$ cat config.mk
export PLATFORM = sky130hd
export DESIGN_NAME = cim_macro_seq
export DESIGN_NICKNAME = d
export VERILOG_FILES = /design/src/rtl/cim_seq_pkg.sv /design/src/rtl/cim_phase_timer.sv /design/src/rtl/cim_macro_seq.sv
export SDC_FILE = /design/constraint.sdc
export NUM_CORES = 1
export LEC_CHECK = 0
export BUFFER_PORTS_ARGS = -buffer_cell sky130_fd_sc_hd__buf_2
export CORE_AREA = 2 2 136 112
export DETAILED_ROUTE_END_ITERATION = 6
export DIE_AREA = 0 0 138 114
export GPL_ROUTABILITY_DRIVEN = 1
export GPL_TIMING_DRIVEN = 0
export PLACE_DENSITY = 0.77
export SYNTH_ARGS = -nofsm -noshare
export SYNTH_HDL_FRONTEND = slang
export SYNTH_SLANG_ARGS = --single-unit
$ cat constraint.sdc
create_clock -name CLK -period 7.14 [get_ports CLK]
set_clock_uncertainty 0.05 [all_clocks]
set_input_delay 0.714 -clock CLK [delete_from_list [all_inputs] [get_ports CLK]]
set_output_delay 0.714 -clock CLK [all_outputs]
set_load 0.005 [all_outputs]
$ cat src/rtl/cim_seq_pkg.sv
// Shared definitions for the CIM macro sequencer.
// Holds the command opcode encodings, the sequencer state enum, the
// default phase lengths (in clock cycles), the phase-timer width and the
// bundle of single-bit macro control strobes.
package cim_seq_pkg;

    typedef enum logic [1:0] {
        OP_WRITE   = 2'b00,
        OP_READ    = 2'b01,
        OP_COMPUTE = 2'b10,
        OP_RSVD    = 2'b11
    } cim_op_e;

    typedef enum logic [2:0] {
        IDLE  = 3'd0,
        PRE   = 3'd1,
        WRITE = 3'd2,
        SENSE = 3'd3,
        EVAL  = 3'd4,
        CONV  = 3'd5,
        RESP  = 3'd6
    } cim_state_e;

    localparam int PRE_CYC_DEF  = 2;
    localparam int WR_CYC_DEF   = 2;
    localparam int SA_CYC_DEF   = 1;
    localparam int EVAL_CYC_DEF = 2;
    localparam int ADC_CYC_DEF  = 4;

    // Wide enough for any phase length up to 255 cycles.
    localparam int CNT_W = 8;

    // Single-bit macro strobes, all active-high, idle at 0.
    typedef struct packed {
        logic we;
        logic pre_sram;
        logic pre_vlsa;
        logic pre_clsa;
        logic pre_a;
        logic saen;
        logic vclp;
        logic en;
    } macro_ctl_t;

endpackage

$ cat src/rtl/cim_phase_timer.sv
// Loadable down-counter that measures the length of one sequencer phase.
// Ports:
//   clk, rst  - clock, asynchronous active-high reset
//   load      - start a new phase on this edge
//   load_val  - length of the new phase in cycles (must be >= 1)
//   done      - high during the final cycle of the current phase
module cim_phase_timer
    import cim_seq_pkg::*;
#(
    parameter int W = CNT_W
) (
    input  logic         clk,
    input  logic         rst,
    input  logic         load,
    input  logic [W-1:0] load_val,
    output logic         done
);

    logic [W-1:0] cnt_q;
    logic [W-1:0] cnt_d;

    // The count holds the number of cycles remaining after the current one,
    // so a one-cycle phase is done immediately.
    always_comb begin
        cnt_d = cnt_q;
        if (load) begin
            cnt_d = load_val - W'(1);
        end else if (cnt_q != '0) begin
            cnt_d = cnt_q - W'(1);
        end
    end

    always_ff @(posedge clk or posedge rst) begin
        if (rst) begin
            cnt_q <= '0;
        end else begin
            cnt_q <= cnt_d;
        end
    end

    assign done = (cnt_q == '0);

endmodule

$ cat src/rtl/cim_macro_seq.sv
// Command sequencer for a compute-in-memory SRAM macro.
// Accepts one write/read/compute command at a time, drives the macro's
// precharge, wordline, sense and ADC controls through timed phases, and
// returns one response per command.
// Handshakes: a transfer happens on a clock edge where valid and ready are
// both 1; the sender holds its payload stable until that edge.
// Ports:
//   CLK, RST              - clock, asynchronous active-high reset
//   CMD_VALID/READY/OP/ROW/DATA - command channel (ready only in IDLE)
//   WWL, RWL, RWLB, Din   - macro wordlines and write data
//   WE, PRE_SRAM, PRE_VLSA, PRE_CLSA, PRE_A, SAEN, VCLP, EN - macro strobes
//   SA_OUT, ADC_OUT       - macro read / compute results
//   RSP_VALID/READY/DATA/ERR - response channel
//   dbg_state             - current sequencer state
// Every output is a flop. The accept edge only latches the command; the
// first phase begins on the following edge, so each output flop tracks the
// state register exactly.
module cim_macro_seq
    import cim_seq_pkg::*;
#(
    parameter int ROWS     = 16,
    parameter int COLS     = 16,
    parameter int ADC_W    = 4,
    parameter int PRE_CYC  = PRE_CYC_DEF,
    parameter int WR_CYC   = WR_CYC_DEF,
    parameter int SA_CYC   = SA_CYC_DEF,
    parameter int EVAL_CYC = EVAL_CYC_DEF,
    parameter int ADC_CYC  = ADC_CYC_DEF
) (
    input  logic                     CLK,
    input  logic                     RST,
    input  logic                     CMD_VALID,
    output logic                     CMD_READY,
    input  logic [1:0]               CMD_OP,
    input  logic [$clog2(ROWS)-1:0]  CMD_ROW,
    input  logic [COLS-1:0]          CMD_DATA,
    output logic [ROWS-1:0]          WWL,
    output logic [ROWS-1:0]          RWL,
    output logic [ROWS-1:0]          RWLB,
    output logic [COLS-1:0]          Din,
    output logic                     WE,
    output logic                     PRE_SRAM,
    output logic                     PRE_VLSA,
    output logic                     PRE_CLSA,
    output logic                     PRE_A,
    output logic                     SAEN,
    output logic                     VCLP,
    output logic                     EN,
    input  logic [COLS-1:0]          SA_OUT,
    input  logic [COLS*ADC_W-1:0]    ADC_OUT,
    output logic                     RSP_VALID,
    input  logic                     RSP_READY,
    output logic [COLS*ADC_W-1:0]    RSP_DATA,
    output logic                     RSP_ERR,
    output logic [2:0]               dbg_state
);

    cim_state_e                state_q, state_d;
    logic                      pend_q, pend_d;
    cim_op_e                   op_q, op_d;
    logic [$clog2(ROWS)-1:0]   row_q, row_d;
    logic [COLS-1:0]           data_q, data_d;
    logic [COLS*ADC_W-1:0]     rsp_data_q, rsp_data_d;
    logic                      rsp_err_q, rsp_err_d;
    logic                      rsp_valid_q, rsp_valid_d;
    logic                      cmd_ready_q, cmd_ready_d;
    macro_ctl_t                ctl_q, ctl_d;
    logic [ROWS-1:0]           wwl_q, wwl_d;
    logic [ROWS-1:0]           rwl_q, rwl_d;
    logic [ROWS-1:0]           rwlb_q, rwlb_d;
    logic [COLS-1:0]           din_q, din_d;

    logic                      tmr_load;
    logic [CNT_W-1:0]          tmr_val;
    logic                      tmr_done;

    cim_phase_timer #(.W(CNT_W)) u_timer (
        .clk      (CLK),
        .rst      (RST),
        .load     (tmr_load),
        .load_val (tmr_val),
        .done     (tmr_done)
    );

    // Next state, command latch and response capture.
    always_comb begin
        state_d    = state_q;
        pend_d     = pend_q;
        op_d       = op_q;
        row_d      = row_q;
        data_d     = data_q;
        rsp_data_d = rsp_data_q;
        rsp_err_d  = rsp_err_q;
        case (state_q)
            IDLE: begin
                if (pend_q) begin
                    pend_d = 1'b0;
                    case (op_q)
                        OP_WRITE:             state_d = WRITE;
                        OP_READ, OP_COMPUTE:  state_d = PRE;
                        default: begin
                            state_d   = RESP;
                            rsp_err_d = 1'b1;
                        end
                    endcase
                end else if (CMD_VALID && CMD_READY) begin
                    pend_d = 1'b1;
                    op_d   = cim_op_e'(CMD_OP);
                    row_d  = CMD_ROW;
                    data_d = CMD_DATA;
                end
            end
            PRE:   if (tmr_done) state_d = (op_q == OP_READ) ? SENSE : EVAL;
            WRITE: if (tmr_done) state_d = RESP;
            SENSE: begin
                if (tmr_done) begin
                    state_d                = RESP;
                    rsp_data_d             = '0;
                    rsp_data_d[COLS-1:0]   = SA_OUT;
                end
            end
            EVAL:  if (tmr_done) state_d = CONV;
            CONV: begin
                if (tmr_done) begin
                    state_d    = RESP;
                    rsp_data_d = ADC_OUT;
                end
            end
            RESP: begin
                // Clearing here means write and reserved responses carry 0.
                if (RSP_READY) begin
                    state_d    = IDLE;
                    rsp_data_d = '0;
                    rsp_err_d  = 1'b0;
                end
            end
            default: state_d = IDLE;
        endcase
    end

    // Output decode from the next state so outputs line up with state_q.
    always_comb begin
        ctl_d       = '0;
        wwl_d       = '0;
        rwl_d       = '0;
        rwlb_d      = '0;
        din_d       = '0;
        tmr_load    = 1'b0;
        tmr_val     = CNT_W'(1);
        cmd_ready_d = (state_d == IDLE) && !pend_d;
        rsp_valid_d = (state_d == RESP);
        case (state_d)
            PRE: begin
                ctl_d.pre_sram = 1'b1;
                ctl_d.pre_vlsa = (op_d == OP_READ);
                ctl_d.pre_clsa = (op_d == OP_COMPUTE);
                ctl_d.pre_a    = (op_d == OP_COMPUTE);
                tmr_val        = CNT_W'(PRE_CYC);
            end
            WRITE: begin
                ctl_d.we      = 1'b1;
                wwl_d[row_d]  = 1'b1;
                din_d         = data_d;
                tmr_val       = CNT_W'(WR_CYC);
            end
            SENSE: begin
                ctl_d.saen    = 1'b1;
                rwl_d[row_d]  = 1'b1;
                tmr_val       = CNT_W'(SA_CYC);
            end
            EVAL: begin
                ctl_d.vclp = 1'b1;
                ctl_d.en   = 1'b1;
                rwl_d      = ROWS'(data_d);
                rwlb_d     = ~ROWS'(data_d);
                tmr_val    = CNT_W'(EVAL_CYC);
            end
            CONV: begin
                ctl_d.en = 1'b1;
                tmr_val  = CNT_W'(ADC_CYC);
            end
            default: ;
        endcase
        // Restart the timer on entry to any timed phase.
        if (state_d != state_q && state_d != IDLE && state_d != RESP) begin
            tmr_load = 1'b1;
        end
    end

    always_ff @(posedge CLK or posedge RST) begin
        if (RST) begin
            state_q     <= IDLE;
            pend_q      <= 1'b0;
            op_q        <= OP_WRITE;
            row_q       <= '0;
            data_q      <= '0;
            rsp_data_q  <= '0;
            rsp_err_q   <= 1'b0;
            rsp_valid_q <= 1'b0;
            cmd_ready_q <= 1'b0;
            ctl_q       <= '0;
            wwl_q       <= '0;
            rwl_q       <= '0;
            rwlb_q      <= '0;
            din_q       <= '0;
        end else begin
            state_q     <= state_d;
            pend_q      <= pend_d;
            op_q        <= op_d;
            row_q       <= row_d;
            data_q      <= data_d;
            rsp_data_q  <= rsp_data_d;
            rsp_err_q   <= rsp_err_d;
            rsp_valid_q <= rsp_valid_d;
            cmd_ready_q <= cmd_ready_d;
            ctl_q       <= ctl_d;
            wwl_q       <= wwl_d;
            rwl_q       <= rwl_d;
            rwlb_q      <= rwlb_d;
            din_q       <= din_d;
        end
    end

    assign CMD_READY = cmd_ready_q;
    assign RSP_VALID = rsp_valid_q;
    assign RSP_DATA  = rsp_data_q;
    assign RSP_ERR   = rsp_err_q;
    assign WWL       = wwl_q;
    assign RWL       = rwl_q;
    assign RWLB      = rwlb_q;
    assign Din       = din_q;
    assign WE        = ctl_q.we;
    assign PRE_SRAM  = ctl_q.pre_sram;
    assign PRE_VLSA  = ctl_q.pre_vlsa;
    assign PRE_CLSA  = ctl_q.pre_clsa;
    assign PRE_A     = ctl_q.pre_a;
    assign SAEN      = ctl_q.saen;
    assign VCLP      = ctl_q.vclp;
    assign EN        = ctl_q.en;
    assign dbg_state = state_q;

endmodule

# Word-level counts from Yosys, hierarchy flattened
# Cells that the tools add are included.
# Widths: inputs -> output; s select.
dict set report totals {
  ff_bits 173
  latchBits 0
  mem_bits_rw 0
  romBits 0
  inputBits 106
  out_inout_bits 142
  word_cells 115
  memories 0
}
dict set report classes {
  add_sub_neg 2
  n_mul 0
  div 0
  order_cmp 2
  n_eq_ne 23
  shifts 0
  n_mux 43
  bitwise_logic 1
  reduce_logical 22
}
# cell n
set ops {}
lappend ops {{$mux 64} 3}
lappend ops {{$pmux 64 s3} 1}
lappend ops {{$mux 16} 6}
lappend ops {{$pmux 16 s2} 1}
lappend ops {{$eq 3x3->1 const B} 6}
lappend ops {{$mux 3} 6}
lappend ops {{$mux 4} 4}
lappend ops {{$mux 8} 2}
lappend ops {{$not 16->16} 1}
lappend ops {{$pmux 3 s5} 1}
lappend ops {{$eq 3x2->1 const B} 4}
lappend ops {{$mux 1} 12}
lappend ops {{$pmux 3 s2} 2}
lappend ops {{$ne 2x2->1 const B} 5}
lappend ops {{$reduce_or 3->1} 3}
lappend ops {{$logic_not 8->1} 1}
lappend ops {{$reduce_and 4->1} 2}
lappend ops {{$reduce_bool 8->1} 1}
lappend ops {{$sub 8x1->8 const B} 1}
lappend ops {{$eq 3x1->1 const B} 2}
lappend ops {{$logic_not 3->1} 2}
lappend ops {{$mux 2} 3}
lappend ops {{$reduce_bool 3->1} 2}
lappend ops {{$logic_and 1x1->1} 5}
lappend ops {{other kinds (13)} 17}

# Longest topological paths before layout
dict set report logic_depth {
  ltp_word 10
  depth_mapped 11
  mapped_depth_nobuf 9
}

# By module
# From an unflattened synthesis, not the netlist that was laid out.
dict set report hier_totals {
  cells_unflattened 660
  area_unflattened_um2 6976.7
}
# mod n_inst cells_each area_per_inst_um2 seq_area_each_um2
set modules_own_cells {}
lappend modules_own_cells {cim_macro_seq 1 607 6402.4 4103.9}
lappend modules_own_cells {cim_phase_timer 1 53 574.3 200.2}

# Least setup slack after synthesis
# OpenSTA, ideal clock, no wires.
dict set report synth_path {
  path_type {reg2reg}
  startpoint {register u_timer.cnt_q[0]}
  endpoint {register u_timer.cnt_q[1]}
  setup_ps 120
  t_arrival_ps 2191
  path_slack_ps 4779
  stages_incl_launch_ff 9
  n_path_buf 0
  synth_period_minus_slack_ps 2361
  path_cell_list {dfrtp_1 > inv_1 > ha_1 > or4b_4 > a2111oi_0 > a21oi_1 > a211oi_1 > a311oi_1 > a31o_2}
}
dict set report synth_via {
  elab_chain_cells 8
}
# item line_no
set synth_rtl {}
lappend synth_rtl {{from (decl)} cim_phase_timer.sv:19} ;# logic [W-1:0] cnt_q;
lappend synth_rtl {{from (signal assigned)} cim_phase_timer.sv:37} ;# cnt_q <= cnt_d;
lappend synth_rtl {{$logic_not 8->1} cim_phase_timer.sv:41} ;# assign done = (cnt_q == '0);
lappend synth_rtl {{$mux 3, on equally long branches} --}
lappend synth_rtl {{$pmux 3 s5} cim_macro_seq.sv:94} ;# case (state_q)
lappend synth_rtl {{$eq 3x3->1, or another cell as far along} cim_macro_seq.sv:152} ;# case (state_d)
lappend synth_rtl {{$reduce_or 3->1 (no source line) or $logic_and 1x1->1 (tied branches)} --}
lappend synth_rtl {{$pmux 3 s2 or $logic_and 1x1->1 (tied branches)} {cim_macro_seq.sv:152, cim_macro_seq.sv:185}}
lappend synth_rtl {{$sub 3x1->4 or $mux 1 (tied branches)} {cim_phase_timer.sv:27, cim_macro_seq.sv:185}}
lappend synth_rtl {{$mux 8 or $reduce_bool 2->1 (tied branches)} --}
# Several ways; a longest one is shown, not always the timed one. The select of a mux whose other input is x is not followed.
# A chain may end at the register's enable or synchronous reset.

# Worst setup path in the final report
dict set report layout_path {
  startpoint {register u_timer.cnt_q[0]}
  endpoint {register wwl_q[3] (netlist: WWL[3])}
}
dict set report layout_via {
  elab_chain_cells 5
}
# item line_no
set layout_rtl {}
lappend layout_rtl {{$logic_not 8->1 *} cim_phase_timer.sv:41}
lappend layout_rtl {{$mux 3, on equally long branches} --}
lappend layout_rtl {{$pmux 3 s5 *} cim_macro_seq.sv:94}
lappend layout_rtl {{net state_d[0]} cim_macro_seq.sv:58} ;# cim_state_e state_q, state_d;
lappend layout_rtl {{$eq 3x2->1 *} cim_macro_seq.sv:152}
lappend layout_rtl {{$mux 16 *} cim_macro_seq.sv:152}
lappend layout_rtl {{net wwl_d[3]} cim_macro_seq.sv:68} ;# logic [ROWS-1:0] wwl_q, wwl_d;
lappend layout_rtl {{to (signal assigned)} cim_macro_seq.sv:217} ;# wwl_q <= wwl_d;
lappend layout_rtl {{to (decl)} cim_macro_seq.sv:68}
# The timed path passes the listed nets; every way through them passes the cells marked *.

==> key figures <==
Placement
  • Port bufs: 247
  • Pre-CTS setup slack: 4.422 ns
  • Placed cell areas: 8431 um2
  • Final HPWL DP: 13,680 um
  • Placed Cells: 1,084
  • Placer Congestion: 0.8677

Layout
  • Multi-input gate area: 2340 um2
  • FF/Latch Area: 4304 um2
  • Post-Layout Cell Count: 1,119
  • Finished Core Util: 62.48%
  • Layout Nets: 1,025
  • FILL cells: 1,218
  • Syn-to-layout area delta: 31.00%
  • Design Area, Final: 9069 um2
  • Ratio of cells with drive above 1 in the final layout: 35.38%

Critical path
  • Worst setup EP type: flop
  • Setup crit start: u_timer.cnt_q[0]$_DFFE_PP0P_
  • WP data required: 7.42 ns
  • Crit start category: flop
  • Max incr delay on CP: 0.52 ns
  • Delay-heaviest family, CP: simple AND/OR/NAND/NOR gates
  • R2R cell count: 9
  • CP Depth: 9
  • Crit path kind: reg2reg
  • Buf/Inv on CP: 2
  • FF-to-FF Start: u_timer.cnt_q[0]$_DFFE_PP0P_
  • Ordered list of cells on the worst path: inv_1, ha_1, nor4b_4, nand2_2, a311oi_4, inv_2, nor2_4, nand2_1, nor2_1
  • Crit-path max FO: 7
  • CP arrival: 3.03 ns
  • Worst path slowest cell: a311oi_4

Synthesis
  • EDFF count, synth: 0
  • Unique masters post-synth: 58
  • Cell taking the most area after synthesis: dfrtp_1
  • Cell area after synthesis: 6923 um2
  • Top-area cell type share of the netlist area: 62.17%
  • Syn Area/Cell: 10.70 um2
  • Synth cell count leaders: dfrtp_1, nand2_1, o21ai_0, nor2_1, inv_1
  • Synth area leaders: dfrtp_1, nand2_1, o21ai_0, nor2_1, mux2i_1
  • Syn nets: 758
  • Top-count cell post-synth: dfrtp_1
  • Top_reg_cell synth: dfrtp_1
  • YS warnings: 0
  • Asr flop ratio synth: 100.0%
  • Cells after synthesis: 647
  • Yosys reg bits: 172
  • Sequential share of the synthesized area: 62.17%

CTS
  • TritonCTS clock tree: built
  • Cts hold-fix bufs: 0
  • Post-CTS Setup Inserts: 0
  • Clock transition at path regs: 0.07 ns
  • CTS root buf: clkbuf_16
  • Cts repair resizes: 0
  • Insertion delay to the later sink of the worst-skew pair: 0.42 ns
  • Max Root-Sink Buffers: 2
  • H-tree depth: 4
  • CTS Buf Count: 17
  • Clk sink count: 172

Route
  • Post-DR vias/cell: 5.073
  • Initial detailed-routing violation count: 354
  • Pre-antenna DRT Iters: 4
  • Vias post-DR: 5,677
  • Total Wirelength: 18,410 um
  • Remaining antenna violation count: 0
  • Wire length per cell: 16.45 um
  • Residual DRC: 0

Die
  • Core footprint: 14,510 um2
  • Boundary Pins: 248
  • Row cnt: 40
  • Initial cell density of the core: 47.70%
  • Die Width: 138 um
  • Die Y-Extent: 114 um
  • Die area: 15,730 um2

Timing
  • Setup ws final: 4.385 ns
  • Slew HR: 51.68%
  • Worst Max-Slew Pin Slew: 0.7215 ns
  • Final Critical Period: 2.755 ns
  • RSZ-0062 raised after global routing: false
  • Final hold slack: 0.2321 ns
  • Max Fclk: 0.3630 GHz
  • Final hold violations: 0
  • TNS Setup: 0 ns
  • Tcrit/Tclk final: 38.58%
  • Setup violators final: 0
  • Max Slew Vio Count: 0

Pwr
  • Post-route total power: 3.678 mW
  • Pwr dens: 405.6 nW/um2
  • Leakage power: 4.763 nW
  • VDD IR max: 346.9 uV

Run
  • Max-Cap Viols: 0

GRT
  • Initial antenna violation count: 2
  • Global Route Usage Sum: 23.99%
  • GRT overflow: 0
  • Maximum number of pins on one net before global-route repair: 125
  • First-pass GRT wire length: 29,460 um
  • Vias in the first global route: 5,585

Run status
  • Outcome: finished, final reports clean

Worst hold path
  • Worst hold path class: in2async
-- path summary, 6_finish.rpt --
kind                                       endpoint  slack, ns
max                                WWL[3]$_DFF_PP0_       4.39
min                        RSP_DATA[44]$_DFFE_PP0P_       0.23
max reg2reg                        WWL[3]$_DFF_PP0_       4.39
min reg2reg                RSP_DATA[49]$_DFFE_PP0P_       0.43
max in group asynchronous  RSP_DATA[14]$_DFFE_PP0P_       5.88
min in group CLK           RSP_DATA[49]$_DFFE_PP0P_       0.43
-- power by group --
part / leakage, nW / switching [mW] / total, mW / internal, mW
logic: 2.18 / 0.798 / 1.30 / 0.498
registers: 2.28 / 0.147 / 1.41 / 1.26
clock network: 0.307 / 0.372 / 0.972 / 0.600
-- cells in the final DEF (no fill, tap or decap), drive strengths merged, types with 5 or more instances in the layout --
cell type and n:
ha 5, nand3b 6, nor3 7, o22ai 16, o21ai 74, a21oi 7, mux2i 17, dfrtp 172
inv 32, nand2 138, a22oi 17, buf 265, clkbuf 41, a31oi 5, nor2 61
-- kinds of logic after synthesis --
family          Yosys count  share of synthesized area (%)
xor+xnor                  4                         0.5061
mux                      21                          3.109
fa+ha+maj                 5                         0.9037
buf+inv                  64                          4.030
compound gates          135                          11.89
flops                   172                          62.17
simple gates            246                          17.39
-- per-layer routing --
metal / part of all wire (%) / global-route usage (%)
met2: 48 / 38.98
met3: 8.8 / 8.984
met5: 0 / 0
met4: 2.0 / 8.231
met1: 41 / 29.94
-- final cells by class --
| class | count | share of cell area (%) |
|---|---|---|
| Clock buffer | 24 | 5.533 |
| Clock inverter | 8 | 1.421 |
| Tap cell | 189 | 2.608 |
| Buffer | 34 | 1.835 |
| Inverter | 30 | 1.325 |
| Antenna cell | 3 | 0.08278 |
| Timing Repair Buffer | 248 | 13.93 |
| Sequential cell | 172 | 47.46 |
| Multi-Input combinational cell | 411 | 25.80 |
-- sequential cells by signal, indices dropped and copies added, names as in the netlist, 2 cells and up --
register       cells
RWLB              16
u_timer.cnt_q      8
op_q               2
RSP_DATA          64
RWL               16
WWL               16
dbg_state          3
Din               16
row_q              4
data_q            16
-- worst reg2reg max path, cell delays in order, from the launching register on --
cell and delay, ns:
dfrtp_1 0.45, inv_1 0.14, ha_1 0.26, nor4b_4 0.27, nand2_2 0.20, a311oi_4 0.52, inv_2 0.15, nor2_4 0.21
nand2_1 0.18, nor2_1 0.24
Note: power is estimated with default switching activity, not from simulation.
